## config.mk

```make
export PLATFORM = sky130hd
export DESIGN_NAME = audio_cue_arbiter
export DESIGN_NICKNAME = d
export VERILOG_FILES = /design/src/rtl/audio_pkg.sv /design/src/rtl/audio_prio_enc.sv /design/src/rtl/audio_cue_arbiter.sv
export SDC_FILE = /design/constraint.sdc
export NUM_CORES = 1
export LEC_CHECK = 0
export ABC_AREA = 1
export CORE_MARGIN = 5
export CORE_UTILIZATION = 40
export CTS_CLUSTER_SIZE = 40
export DETAILED_ROUTE_END_ITERATION = 8
export SLEW_MARGIN = 20
export SYNTH_ARGS = -nofsm -noshare
export SYNTH_HDL_FRONTEND = slang
export SYNTH_SLANG_ARGS = --single-unit
```

## constraint.sdc

```tcl
create_clock -name clk -period 2 [get_ports clk]
set_clock_uncertainty 0.05 [all_clocks]
set_input_delay 0.2 -clock clk [delete_from_list [all_inputs] [get_ports clk]]
set_output_delay 0.2 -clock clk [all_outputs]
set_load 0.01 [all_outputs]
```

## src/rtl/audio_pkg.sv

```systemverilog
// Shared state type, cue width and named cue ids used by the game FSM, the cue arbiter and
// the audio player.
package audio_pkg;

   localparam int unsigned CUE_W = 3;

   typedef enum logic [1:0] {
      StIdle,
      StPlay,
      StGap
   } arb_state_e;

   localparam logic [CUE_W-1:0] CueSilence  = 3'd0;
   localparam logic [CUE_W-1:0] CueCoin     = 3'd1;
   localparam logic [CUE_W-1:0] CueJump     = 3'd2;
   localparam logic [CUE_W-1:0] CueHit      = 3'd3;
   localparam logic [CUE_W-1:0] CueLevelUp  = 3'd4;
   localparam logic [CUE_W-1:0] CuePowerUp  = 3'd5;
   localparam logic [CUE_W-1:0] CueGameOver = 3'd6;
   localparam logic [CUE_W-1:0] CueVictory  = 3'd7;

   function automatic int unsigned max_u(input int unsigned a, input int unsigned b);
      return (a > b) ? a : b;
   endfunction

endpackage

```

## src/rtl/audio_prio_enc.sv

```systemverilog
// Combinational priority encoder: reports whether any request bit is set and the index of the
// highest set bit.
module audio_prio_enc #(
   parameter int unsigned NREQ = 4,
   parameter int unsigned IDW  = (NREQ > 1) ? $clog2(NREQ) : 1
) (
   input  logic [NREQ-1:0] req,
   output logic            valid,
   output logic [IDW-1:0]  idx
);

   always_comb begin
      valid = 1'b0;
      idx   = '0;
      // Ascending scan so the highest set index is the last one written.
      for (int unsigned i = 0; i < NREQ; i++) begin
         if (req[i]) begin
            valid = 1'b1;
            idx   = IDW'(i);
         end
      end
   end

endmodule

```

## src/rtl/audio_cue_arbiter.sv

```systemverilog
// Arbitrates one-shot audio cue requests onto a single player: highest index wins, top index
// may preempt, and a silent gap is enforced between cues.
module audio_cue_arbiter
   import audio_pkg::*;
#(
   parameter int unsigned NREQ           = 4,
   parameter int unsigned GAP_CYCLES     = 1000000,
   parameter int unsigned TIMEOUT_CYCLES = 400000000,
   parameter int unsigned IDW            = (NREQ > 1) ? $clog2(NREQ) : 1
) (
   input  logic                  clk,
   input  logic                  rst,
   input  logic [NREQ-1:0]       req,
   input  logic [CUE_W*NREQ-1:0] cue,
   input  logic                  seq_end,
   output logic                  audio_enable,
   output logic [CUE_W-1:0]      audio_select,
   output logic [NREQ-1:0]       grant,
   output logic [IDW-1:0]        active_id,
   output logic                  busy,
   output logic                  timeout
);

   localparam int unsigned CNT_W = $clog2(max_u(GAP_CYCLES, TIMEOUT_CYCLES) + 1);

   arb_state_e       state_q, state_d;
   logic [NREQ-1:0]  pend_q, pend_d;
   logic [CUE_W-1:0] cue_q [NREQ];
   logic [CUE_W-1:0] cue_d [NREQ];
   logic [CNT_W-1:0] cnt_q, cnt_d;

   logic             en_d, busy_d, to_d;
   logic [CUE_W-1:0] sel_d;
   logic [NREQ-1:0]  grant_d;
   logic [IDW-1:0]   id_d;

   logic             win_valid;
   logic [IDW-1:0]   win_idx;

   audio_prio_enc #(
      .NREQ (NREQ),
      .IDW  (IDW)
   ) u_prio_enc (
      .req   (pend_q),
      .valid (win_valid),
      .idx   (win_idx)
   );

   always_comb begin
      state_d = state_q;
      pend_d  = pend_q;
      cue_d   = cue_q;
      en_d    = audio_enable;
      sel_d   = audio_select;
      id_d    = active_id;
      grant_d = '0;
      to_d    = 1'b0;

      unique case (state_q)
         StIdle: begin
            if (win_valid) begin
               pend_d[win_idx]  = 1'b0;
               grant_d[win_idx] = 1'b1;
               sel_d            = cue_q[win_idx];
               id_d             = win_idx;
               en_d             = 1'b1;
               state_d          = StPlay;
            end
         end
         StPlay: begin
            // seq_end outranks preemption so a finishing cue counts as completed.
            if (seq_end) begin
               en_d    = 1'b0;
               state_d = StGap;
            end else if (cnt_q == CNT_W'(TIMEOUT_CYCLES - 1)) begin
               en_d    = 1'b0;
               to_d    = 1'b1;
               state_d = StGap;
            end else if (pend_q[NREQ-1] && (active_id != IDW'(NREQ - 1))) begin
               en_d    = 1'b0;
               state_d = StGap;
            end
         end
         StGap: begin
            if (cnt_q >= CNT_W'(GAP_CYCLES - 1)) begin
               state_d = StIdle;
            end
         end
         default: state_d = StIdle;
      endcase

      // New requests are applied after the grant clear so a colliding request stays pending.
      for (int unsigned i = 0; i < NREQ; i++) begin
         if (req[i]) begin
            pend_d[i] = 1'b1;
            cue_d[i]  = cue[CUE_W*i +: CUE_W];
         end
      end

      busy_d = (state_d != StIdle);

      if ((state_d != state_q) || (state_q == StIdle)) begin
         cnt_d = '0;
      end else if (cnt_q != {CNT_W{1'b1}}) begin
         cnt_d = cnt_q + CNT_W'(1);
      end else begin
         cnt_d = cnt_q;
      end
   end

   always_ff @(posedge clk or negedge rst) begin
      if (!rst) begin
         state_q      <= StIdle;
         pend_q       <= '0;
         cnt_q        <= '0;
         audio_enable <= 1'b0;
         audio_select <= '0;
         grant        <= '0;
         active_id    <= '0;
         busy         <= 1'b0;
         timeout      <= 1'b0;
         for (int unsigned i = 0; i < NREQ; i++) begin
            cue_q[i] <= '0;
         end
      end else begin
         state_q      <= state_d;
         pend_q       <= pend_d;
         cnt_q        <= cnt_d;
         audio_enable <= en_d;
         audio_select <= sel_d;
         grant        <= grant_d;
         active_id    <= id_d;
         busy         <= busy_d;
         timeout      <= to_d;
         for (int unsigned i = 0; i < NREQ; i++) begin
            cue_q[i] <= cue_d[i];
         end
      end
   end

endmodule

```

==> metrics.md <==
| Metric | Value |
|---|---|
| IO Port Bufs | 30 |
| Yosys top cell area share | between 40 and 50% |
| DRC errors left | 0 |
| Fill count | between 800 and 900 |
| Kind of start point of the critical path | flip-flop |
| Avg WL per Cell | about 14 microns |
| Drt first pass iters | 8 |
| Post-layout minimum cycle time | 1.85 ns |
| Vias | about 3300 |
| Critical path class | flip-flop to flip-flop |
| Status | complete, no violations |
| Min-Delay Path Class | primary input to asynchronous set/reset pin |
| Global-route wire length before repair | 15800 microns |
| Setup Total Neg Slack | 0 ns |
| Mapped Area | roughly 3500 sq um |
| Num rows | 34 |
| Crit end category | flip-flop |
| Iter 0 DRT Violations | approximately 190 |
| Syn_nets | approximately 530 |
| Actual slew at the worst max-slew pin | between 0.3 and 0.4 ns |
| N_diodes | 0 |
| Max_cap viols | 0 |
| Die width | between 100 and 150 microns |
| Max Clk Rate | about 540 MHz |
| Final RePlAce weighted congestion | 1.01 |
| Most frequent cell after synthesis | nand2_1 |
| Vias/cell | between 4 and 5 |
| Initial Util | approximately two fifths |
| Clock Path Buffers | 2 |
| Die Ht | just over 100 microns |
| Max-slew headroom | around 75% |
| Clk slew on worst S/H paths | ~0.080 ns |
| Total grt overflow | 0 |
| Worst EP required | about 2.2 ns |
| Slew Limit Fails | 0 |
| Area added between synthesis and finish | 21.7% |
| Crit path max-delay family | simple AND/OR/NAND/NOR gates |
| Largest net degree at the start of global routing | 60 |
| Endpoints failing setup | 0 |
| # nets final | 577 |
| Num ports | 31 |
| CTS tree | done |
| Post-synth EDFFs | 0 |
| Design area | about 4300 sq um |
| Critical path cell sequence | nand2_1, nor3_2, nand2_1, nor2_1, nand3_1, nand3_2, nand2_4, buf_12, nand2_1, nand2_1 |
| Top cell by count, worst path | nand2_1 |
| Top cells by count, synth | 175 x nand2_1, 76 x inv_1, 75 x nor2_1 |
| Synthesis-stage register bit count | just under 60 |
| Dpl hpwl | 7200 microns |
| Root Driver | clkbuf_8 |
| Largest cells by area after synthesis | dfrtp_1 42%, nand2_1 19%, inv_1 8.1% |
| PwrDens | approximately 860 nW/um^2 |
| Seq/Total Area, Yosys | 42.2% |
| Postcts setup bufs | 0 |
| Gr usage total | between 10% and 20% |
| Core area | 8640 sq um |
| Syn Inst Count | ~500 |
| Async S/R FF share, synth | 100% |
| Yosys cell types | 29 |
| Antenna Violating Nets Remaining | 0 |
| Wirelength, routed | approximately 9500 microns |
| Worst-path maximum fanout | 26 |
| Synth Warn # | 0 |
| Vias in the first global route | 3285 |
| Worst Path Buf+Inv | 1 |
| Layout cells sized above 1 | 9.25% |
| Initial antenna violation count | 0 |
| LEAKAGE | about 2.3 nW |
| Critical Path AT | ~2 ns |
| Worst-skew pair later-pin latency | 0.35 ns |
| RSZ-0062 raised after global routing | no |
| Final hold vios | 0 |
| Slowest stage cell, crit path | dfrtp_1 |
| Number of CTS-inserted buffers | 9 |
| Worst vdd ir | ~0.00072 V |
| Dominant cell type by area after synthesis | dfrtp_1 |
| Register area | ~1500 sq um |
| Syn avg cell area | 6.92 sq um |
| Dpl cell area | slightly above 4000 sq um |
| Most used DFF post-synth | dfrtp_1 |
| CTS sink count | 59 |
| CP peak stage delay | roughly 0.43 ns |
| Multi-input logic area | 1710 sq um |
| DIE AREA | between 10000 and 15000 sq um |
| Fin crit share | ~93% |
| Clock H-tree levels | 3 |
## sequential cells by signal (all words and copies together) (netlist names)
signal	cells
cnt_q	29
state_q	2
timeout	1
active_id	2
busy	1
audio_select	3
cue_q	12
pend_q	4
grant	4
audio_enable	1
## repair_timing
| item | CTS | global route |
|---|---|---|
| endpoints found under the setup margin | 0 | 28 |
| hold buffers | 1 | 0 |
| gates resized for setup | 0 | 6 |
| endpoints found under the hold margin | 59 | 0 |
## power breakdown
| part | switching [mW] | internal [mW] |
|---|---|---|
| clock network | 0.542 | 0.583 |
| logic | 0.615 | 0.458 |
| registers | 0.0970 | 1.35 |
| total | 1.25 | 2.39 |
## worst min-delay path, cell delays in order
cell and delay (ns):
dlygate4sd3_1 0.52, buf_2 0.12, buf_12 0.28
## cell type report
cell class | instances | share of cell area, %
Clock inverter | 7 | 1.82
Multi-Input combinational cell | 363 | 40.2
Sequential cell | 59 | 34.6
Timing Repair Buffer | 46 | 10.4
Clock buffer | 9 | 2.91
Tap cell | 108 | 3.17
Inverter | 78 | 6.87
## layout by cell type, fill, tap and decap left out
| cell type | instances |
|---|---|
| clkinv_4 | 3 |
| o211ai_1 | 4 |
| nand2_2 | 2 |
| nor4_1 | 2 |
| o21bai_1 | 3 |
| nand2_1 | 175 |
| nand4_2 | 1 |
| buf_12 | 2 |
| clkinv_2 | 1 |
| nand4_1 | 10 |
| nand2_4 | 1 |
| nand3_2 | 4 |
| ha_1 | 1 |
| inv_1 | 75 |
| dlygate4sd3_1 | 1 |
| buf_4 | 13 |
| clkinv_1 | 1 |
| bufinv_16 | 1 |
| buf_2 | 1 |
| o21ai_1 | 1 |
| inv_6 | 1 |
| xor2_1 | 17 |
| inv_2 | 2 |
| o22ai_1 | 3 |
| o21ai_0 | 12 |
| nand3_1 | 25 |
| clkdlybuf4s50_1 | 29 |
| nor2_2 | 3 |
| nor2_1 | 74 |
| dfrtp_1 | 59 |
| clkbuf_8 | 9 |
| nor3_2 | 2 |
| nor3_1 | 11 |
| nor3_4 | 2 |
| clkinvlp_4 | 1 |
| nor2_4 | 2 |
| nand2_8 | 1 |
| a21oi_1 | 7 |
## path summary, 6_finish.rpt
check                           cells past startpoint   endpoint       from  slack (ns)
worst max-delay path                               10  cnt_q[19]  cnt_q[18]        0.15
worst min-delay path                                3   cnt_q[6]        rst        0.33
worst max register to register                     10  cnt_q[19]  cnt_q[18]        0.15
worst min register to register                      2   cue_q[0]   cue_q[0]        0.43
max in group asynchronous                           3  cnt_q[10]        rst        1.29
min in group clk                                    3   cue_q[2]    cue[11]        0.34
## layer usage
metal,up-vias,global-route usage [%],wire (microns)
met4,0,9.28,368
met2,106,29.9,4470
met1,1484,22.4,4140
met5,-,0,0
met3,28,3.86,483
li1,1656,-,-
## cells by family (layout without fill, tap and decap cells)
kind of cell             count (synthesis)  in the layout  synth area share [%]
flip-flops                              59             59                  42.2
AO/OA/AOI/OAI                           30             30                  4.89
buffers and inverters                   84            140                  9.72
adder cells (fa/ha/maj)                  1              1                 0.357
XOR/XNOR                                17             17                  4.25
AND/OR/NAND/NOR                        315            315                  38.6
## stage by stage
stage,setup slack (ns),cells,utilization [%],power (mW),hold slack [ns]
floorplan,0.201,506,-,2.04,-0.146
global placement,0.141,653,46.6,2.53,0.178
detailed placement,0.0938,653,46.6,2.54,0.178
CTS,0.0782,670,49.0,3.70,0.327
global route,0.00324,670,49.3,3.87,0.336
finish,0.148,670,49.3,3.65,0.332
No activity file was read; power rests on OpenSTA's default activity.
